## src/rtl/imm_ext_pkg.sv

```systemverilog
// imm_ext_pkg: immediate-extension mode encodings, the shared extension
// function used by decode and by imm_ext_stage, and the skid buffer state type.
package imm_ext_pkg;

   // Widest immediate/operand the shared extension function handles.
   localparam int IMM_MAX_W = 64;

   typedef enum logic [1:0] {
      IMM_ZERO   = 2'b00,
      IMM_SIGN   = 2'b01,
      IMM_UPPER  = 2'b10,
      IMM_BRANCH = 2'b11
   } imm_mode_t;

   // Encoding is {main_valid, skid_valid}, so the valid bits are the state bits.
   typedef enum logic [1:0] {
      BUF_EMPTY = 2'b00,
      BUF_ONE   = 2'b10,
      BUF_FULL  = 2'b11
   } buf_state_t;

   // Extends the low in_w bits of imm to out_w bits according to mode.
   // Callers pass their own widths; bits at or above out_w are always zero.
   function automatic logic [IMM_MAX_W-1:0] imm_extend(
      input logic [IMM_MAX_W-1:0] imm,
      input imm_mode_t            mode,
      input int                   in_w     = 16,
      input int                   out_w    = 32,
      input int                   br_shift = 2
   );
      logic [IMM_MAX_W-1:0] mask_in;
      logic [IMM_MAX_W-1:0] mask_out;
      logic [IMM_MAX_W-1:0] raw;
      logic [IMM_MAX_W-1:0] sext;
      logic [IMM_MAX_W-1:0] res;
      logic                 sign_bit;
      mask_in  = (IMM_MAX_W'(1) << in_w) - IMM_MAX_W'(1);
      mask_out = (IMM_MAX_W'(1) << out_w) - IMM_MAX_W'(1);
      raw      = imm & mask_in;
      sign_bit = |(imm & (IMM_MAX_W'(1) << (in_w - 1)));
      sext     = sign_bit ? (raw | ~mask_in) : raw;
      case (mode)
         IMM_ZERO:   res = raw;
         IMM_SIGN:   res = sext;
         IMM_UPPER:  res = raw << (out_w - in_w);
         IMM_BRANCH: res = sext << br_shift;
         default:    res = '0;
      endcase
      return res & mask_out;
   endfunction

endpackage

```

## src/rtl/skid_buf.sv

```systemverilog
// skid_buf: two-entry valid/ready buffer (main + skid register) with a
// registered in_ready and synchronous flush. Strict FIFO order.
module skid_buf
   import imm_ext_pkg::*;
#(
   parameter int W = 37
) (
   input  logic         clk,
   input  logic         rst,
   input  logic         flush,
   input  logic         in_valid,
   output logic         in_ready,
   input  logic [W-1:0] in_data,
   output logic         out_valid,
   input  logic         out_ready,
   output logic [W-1:0] out_data
);

   buf_state_t   state;
   buf_state_t   state_next;
   logic [W-1:0] main_data;
   logic [W-1:0] skid_data;
   logic         push;
   logic         pop;
   logic         load_main;
   logic         load_skid;
   logic         main_from_skid;

   assign out_valid = state[1];
   assign in_ready  = ~state[0];
   assign out_data  = main_data;
   assign push      = in_valid & in_ready;
   assign pop       = out_valid & out_ready;

   // State register; reset leaves the buffer empty and ready.
   always_ff @(posedge clk or posedge rst) begin
      if (rst) begin
         state <= BUF_EMPTY;
      end else begin
         state <= state_next;
      end
   end

   // Next-state and register load selects; flush overrides everything.
   always_comb begin
      state_next     = state;
      load_main      = 1'b0;
      load_skid      = 1'b0;
      main_from_skid = 1'b0;
      case (state)
         BUF_EMPTY: begin
            if (push) begin
               state_next = BUF_ONE;
               load_main  = 1'b1;
            end
         end
         BUF_ONE: begin
            if (push && pop) begin
               load_main = 1'b1;
            end else if (push) begin
               state_next = BUF_FULL;
               load_skid  = 1'b1;
            end else if (pop) begin
               state_next = BUF_EMPTY;
            end
         end
         BUF_FULL: begin
            if (pop) begin
               state_next     = BUF_ONE;
               main_from_skid = 1'b1;
            end
         end
         default: begin
            state_next = BUF_EMPTY;
         end
      endcase
      if (flush) begin
         state_next     = BUF_EMPTY;
         load_main      = 1'b0;
         load_skid      = 1'b0;
         main_from_skid = 1'b0;
      end
   end

   // Payload registers; main drives the outputs and clears on reset.
   always_ff @(posedge clk or posedge rst) begin
      if (rst) begin
         main_data <= '0;
         skid_data <= '0;
      end else begin
         if (load_main) begin
            main_data <= in_data;
         end else if (main_from_skid) begin
            main_data <= skid_data;
         end
         if (load_skid) begin
            skid_data <= in_data;
         end
      end
   end

endmodule

```

## src/rtl/imm_ext_stage.sv

```systemverilog
// imm_ext_stage: extends a raw immediate (zero/sign/upper/branch) on the input
// side and registers the result plus its tag through a two-entry skid buffer.
module imm_ext_stage
   import imm_ext_pkg::*;
#(
   parameter int IN_W     = 16,
   parameter int OUT_W    = 32,
   parameter int BR_SHIFT = 2,
   parameter int TAG_W    = 5
) (
   input  logic             clk,
   input  logic             rst,
   input  logic             flush,
   input  logic             in_valid,
   output logic             in_ready,
   input  logic [IN_W-1:0]  in_imm,
   input  logic [1:0]       in_mode,
   input  logic [TAG_W-1:0] in_tag,
   output logic             out_valid,
   input  logic             out_ready,
   output logic [OUT_W-1:0] out_imm,
   output logic [TAG_W-1:0] out_tag
);

   logic [OUT_W-1:0]       ext_imm;
   logic [OUT_W+TAG_W-1:0] out_payload;

   // Stored entries hold the final extended value, so extend before buffering.
   always_comb begin
      ext_imm = OUT_W'(imm_extend(IMM_MAX_W'(in_imm), imm_mode_t'(in_mode),
                                  IN_W, OUT_W, BR_SHIFT));
   end

   skid_buf #(
      .W(OUT_W + TAG_W)
   ) u_skid_buf (
      .clk       (clk),
      .rst       (rst),
      .flush     (flush),
      .in_valid  (in_valid),
      .in_ready  (in_ready),
      .in_data   ({ext_imm, in_tag}),
      .out_valid (out_valid),
      .out_ready (out_ready),
      .out_data  (out_payload)
   );

   assign out_imm = out_payload[OUT_W+TAG_W-1:TAG_W];
   assign out_tag = out_payload[TAG_W-1:0];

endmodule

```

## config.mk

```make
export PLATFORM = sky130hd
export DESIGN_NAME = imm_ext_stage
export DESIGN_NICKNAME = d
export VERILOG_FILES = /design/src/rtl/imm_ext_pkg.sv /design/src/rtl/skid_buf.sv /design/src/rtl/imm_ext_stage.sv
export SDC_FILE = /design/constraint.sdc
export NUM_CORES = 1
export LEC_CHECK = 0
export ABC_CLOCK_PERIOD_IN_PS = 2200
export BUFFER_PORTS_ARGS = -buffer_cell sky130_fd_sc_hd__buf_4
export CAP_MARGIN = 20
export CORE_MARGIN = 3
export CORE_UTILIZATION = 50
export CTS_CLUSTER_SIZE = 24
export DETAILED_ROUTE_END_ITERATION = 10
export GPL_TIMING_DRIVEN = 1
export PLACE_DENSITY = 0.8
export SLEW_MARGIN = 20
export SYNTH_ARGS = -nofsm -noshare
export SYNTH_HDL_FRONTEND = slang
export SYNTH_SLANG_ARGS = --single-unit
```

## constraint.sdc

```tcl
create_clock -name clk -period 2.2 [get_ports clk]
set_input_delay 0.44 -clock clk [delete_from_list [all_inputs] [get_ports clk]]
set_output_delay 0.44 -clock clk [all_outputs]
set_load 0.01 [all_outputs]
```

Word-level counts from Yosys, hierarchy flattened
Cells that the tools add are included.
Cells by class
  reduce and logical (&&, ||, !) cells: 5
  bitwise gates (word level): 3
  mux-type cells: 21
  eq/ne operators: 9
Operators by type and width (count)
  $pmux W32 S4: 1
  $mux W37: 2
  $mux W32: 1
  $mux W2: 6
  $mux W1: 9
  $eq A2 B2 Y1 const B: 4
  $ne A3 B2 Y1 const B: 2
  $pmux W2 S3: 1
  $logic_not A2 Y1: 2
  $ne A4 B2 Y1 const B: 1
  $reduce_and A4 Y1: 1
  $ne A3 B3 Y1 const B: 1
  $and A1 B1 Y1: 2
  $eq A2 B1 Y1 const B: 1
  $pmux W1 S2: 1
  $reduce_bool A2 Y1: 1
  $logic_and A1 B1 Y1: 1
  $not A1 Y1: 1
Word-level totals
  register bits: 76
  word-level logic and storage cells: 41
  input port bits: 28

Logic depth before layout (Yosys ltp)
  depth after elaboration: 7
  gate-level depth with buffers: 8

By module
From an unflattened synthesis, not the netlist that was laid out.
Unflattened totals
  cells, all modules: 304
  area, all modules: 3882.5 um2
By module, submodules not included
  skid_buf: sequential area each 1901.8 um2, cells an instance 261, instances 1, area an instance 3535.9 um2
  imm_ext_stage: sequential area each 0.0 um2, cells an instance 43, instances 1, area an instance 346.6 um2

Worst setup path after synthesis
OpenSTA, ideal clock, no wires.
  path type: reg2reg
  start: reg u_skid_buf.state[1]
  end: reg u_skid_buf.main_data[36] (netlist: u_skid_buf.out_data[36])
  data arrival time: 1.665 ns
  required time: 2.074 ns
  stages on the path, launching flop included: 9
  clock period less this slack: 1.791 ns
  setup slack: 0.409 ns
  cell sequence: dfrtp_1 inv_1 ha_1 a31oi_1 or3_1 buf_2 buf_6 nor2_1 a221o_1
On the way
  word-level cells in the longest chain between the ends: 6
  elaborated cells between the ends (all ways): 13
RTL lines
  start, declared: line skid_buf.sv:19  | buf_state_t state;
  start signal, assigned: line skid_buf.sv:40  | state <= state_next;
  $and A1 B1 Y1: line skid_buf.sv:33  | assign pop = out_valid & out_ready;
  $logic_and A1 B1 Y1: line skid_buf.sv:58  | if (push && pop) begin
  $mux W1: line skid_buf.sv:58
  $pmux W1 S2: line skid_buf.sv:50  | case (state)
  $mux W1: line skid_buf.sv:77  | if (flush) begin
  $mux W37 / $reduce_bool A2 Y1 (equally long branches)
  end signal, assigned: line skid_buf.sv:92  | main_data <= in_data;
  end signal, assigned: line skid_buf.sv:94  | main_data <= skid_data;
  end, declared: line skid_buf.sv:21  | logic [W-1:0] main_data;
Several ways; a longest one is shown, not always the timed one.
A chain may end at the register's enable or synchronous reset.

Worst setup path in the final report
  start: reg u_skid_buf.state[0]
  end: reg u_skid_buf.skid_data[7]
On the way
  word-level cells in the longest chain between the ends: 6
  elaborated cells between the ends (all ways): 8
RTL lines
  $not A1 Y1: line skid_buf.sv:30  | assign in_ready = ~state[0];
  $and A1 B1 Y1: line skid_buf.sv:32  | assign push = in_valid & in_ready;
  $mux W1 / $logic_and A1 B1 Y1 (equally long branches): line skid_buf.sv:60, skid_buf.sv:58
  $mux W1: line skid_buf.sv:58
  $mux W1 *: line skid_buf.sv:50
  $mux W1 *: line skid_buf.sv:77
  end signal, assigned: line skid_buf.sv:97  | skid_data <= in_data;
  end, declared: line skid_buf.sv:22  | logic [W-1:0] skid_data;
Mark *: on every way between the ends. The rest lies on a longest branch, timed or not.

==> metrics <==
Post-route DRC=0; DRT iter0 DRCs=164; commonest non-fill, non-tap cells in the layout=dfrtp_1 (76), buf_4 (73), nand2_1 (50); Inserted Diodes=0; status=complete, no violations; skew final=0.00634 ns; Antenna Nets Post-Route=0; Critical Path RT=2.40 ns; Die Width=89.3 um; post-synth cell types=30; MaxCap Viol Count=0; crit path cell chain=inv_1 > ha_1 > nand3b_1 > or3b_4 > nand2_1 > o21ai_1; Clk pin slew, worst setup/hold paths=0.08 ns; synthesis-stage register bit count=76; Sw Ratio=0.327; Pint=3.56 mW; CP top delay family=simple AND/OR/NAND/NOR gates; static leakage power=1.99 nW; Final min period=2.05 ns; Final period util=0.931; Boundary Pins=67; Syn Std Cell Area=3470 um^2; Sequential Power Share=0.454; die area=7980 um^2; RSZ-0062 raised after global routing=no; clk_lat worst skew=0.34 ns; actual slew at the worst max-slew pin=0.862 ns; Area after DPL=3970 um^2; clock power share=0.198; Max clock buf depth=2; share of cells above drive strength 1=0.239; Final Setup Violations=0; area growth from synthesis to layout=20.3%; initial antenna violation count=0; maximum fanout along the worst path=67; CP max-delay cell=or3b_4; Routed WL=8140 um; mux share of post-synthesis cell area=0.0123; H-tree Lvls=3; Fmax achieved=488 MHz; number of buffers added on ports=66; CP Capture Type=flip-flop; cts hold-fix bufs=0; first-pass GRT wire length=13,000 um; max incr delay on CP=0.69 ns; P per Cell Area=1270 nW/um^2; Final GP Congestion=0.862; initial core utilization=0.532; Die Y=89.3 um; main combinational cell family by area after synthesis=compound AO/OA/AOI/OAI gates; area fraction in compound gates after synthesis=0.202; kind of critical path=flip-flop to flip-flop; peak supply drop=0.615 mV; wire per inst=17.0 um; CP arrival=2.25 ns; Multi-input gate area=1380 um^2; dpl hpwl=5480 um; drt via density=5.69; min-delay worst type=input port to asynchronous set/reset pin; CP Buf/Inv Count=1; Syn Inst Count=334; TritonCTS Sinks=76; Pre-antenna DRT Iters=4; Synth Area in XOR/XNOR=0.00252; vias in the first global route=2,594; Design Area, Final=4180 um^2; storage element area=1900 um^2; Num CTS Buffers=9; Root Buffer=clkbuf_8; CP Launch Type=flip-flop; commonest non-fill, non-tap cell in the layout=dfrtp_1; Filler cells=541; Vias=2,719; Syn Nets=366; num rows=29; CTS tree=built; simple logic cell fraction of the synthesized area=0.164; Slew Viols, Final=0; slew margin rel.=0.423; Psw=1.73 mW; Ys Warns=0; Fin Hold WS=0.143 ns; Mapped Avg Cell Area=10.4 um^2; area of the core=6530 um^2; Final Hold Viols=0; register area share after synthesis=0.548; adder-cell area share of the yosys netlist=0.0144; largest net degree at the start of global routing=68; postcts setup bufs=0; Comb pwr share=0.348; Final #Nets=428; GRT Total Usage=0.213; Remaining Overflow, GRT=0
==> per-layer routing <==
layer	routed length, um	global-route usage	up-vias
li1	-	-	1314
met1	3630	0.301	1323
met2	4040	0.335	73
met3	377	0.0442	9
met4	88	0.0622	0
met5	0	0	-
==> cells in the mapped netlist <==
| master | count | area, um^2 |
|---|---|---|
| dfrtp_1 | 76 | 1900 |
| nand2_1 | 50 | 188 |
| a221o_1 | 37 | 370 |
| nor2_1 | 33 | 124 |
| a21oi_1 | 28 | 140 |
| o21ai_1 | 24 | 120 |
| nor2b_1 | 15 | 93.8 |
| buf_6 | 11 | 124 |
| o21ai_0 | 8 | 40.0 |
| and2_1 | 7 | 43.8 |
| buf_2 | 7 | 35.0 |
| clkbuf_1 | 5 | 18.8 |
| ha_1 | 4 | 50.1 |
| inv_1 | 3 | 11.3 |
| nand3b_1 | 3 | 22.5 |
| nor3b_1 | 3 | 22.5 |
| a31oi_1 | 2 | 12.5 |
| clkbuf_2 | 2 | 10.0 |
| mux2_2 | 2 | 22.5 |
| mux2i_1 | 2 | 20.0 |
| nand2b_1 | 2 | 12.5 |
| nor3_1 | 2 | 10.0 |
| a211o_1 | 1 | 8.76 |
| a22o_1 | 1 | 8.76 |
| nand2b_4 | 1 | 13.8 |
| nand3_1 | 1 | 5.00 |
| nor3_4 | 1 | 16.3 |
| or3_1 | 1 | 6.26 |
| or3b_4 | 1 | 11.3 |
| xnor2_1 | 1 | 8.76 |
==> path summary, 6_finish.rpt <==
path	startpoint	to	slack, ns	depth (start not counted)
worst min-delay path	rst	u_skid_buf.out_data[7]	0.14	2
min in group clk	in_tag[2]	u_skid_buf.skid_data[2]	0.29	3
worst max register to register	u_skid_buf.state[0]	u_skid_buf.skid_data[7]	0.15	6
max in group asynchronous	rst	u_skid_buf.out_data[25]	1.43	3
worst min register to register	u_skid_buf.skid_data[6]	u_skid_buf.skid_data[6]	0.48	2
worst max-delay path	u_skid_buf.state[0]	u_skid_buf.skid_data[7]	0.15	6
==> state kept, by name, summed over array words and instances, names as in the netlist <==
name	count
u_skid_buf.state	2
u_skid_buf.skid_data	37
u_skid_buf.out_data	37
==> area by class of cell <==
type	instances	share of cell area
multi-input cells	231	0.331
clock inverters	4	0.0117
flip-flops and latches	76	0.455
inverters	3	0.00359
clock buffers	12	0.0348
repair buffers	75	0.141
well taps	77	0.0231
==> power by group through the flow <==
stage                     sequential, mW  combinational (mW)  clock (mW)
after global routing                2.48                2.03        1.14
after floorplan                     2.50               0.914           0
final                               2.40                1.84        1.05
after detailed placement            2.42                1.85           0
after CTS                           2.40                1.87        1.07
after global placement              2.40                1.81           0
==> metrics by stage <==
stage | worst slack (ns) | util | setup TNS, ns | total power, mW | cells
3_5_place_dp | -0.0276 | 0.608 | -0.186 | 4.27 | 461
5_1_grt | 0.000618 | 0.639 | 0 | 5.65 | 478
6_report | 0.152 | 0.639 | 0 | 5.29 | 478
2_1_floorplan | 0.409 | - | 0 | 3.42 | 334
4_1_cts | 0.149 | 0.639 | 0 | 5.33 | 478
3_3_place_gp | 0.0269 | 0.608 | 0 | 4.21 | 461
==> repair_timing <==
action / 4_1_cts / 5_1_grt
hold endpoints to repair: 0 / 0
endpoints found under the setup margin: 14 / 0
gates resized for setup: 0 / 0
==> cell families (layout without fill, tap and decap cells) <==
logic type,count (synthesis),count (layout)
xor gates and xnor gates,1,1
muxes,4,4
DFF,76,76
and+or+nand+nor,120,121
buffers and inverters,28,94
adders and majority gates,4,4
AOI/OAI and AO/OA,101,101
No activity file was read; power rests on OpenSTA's default activity.
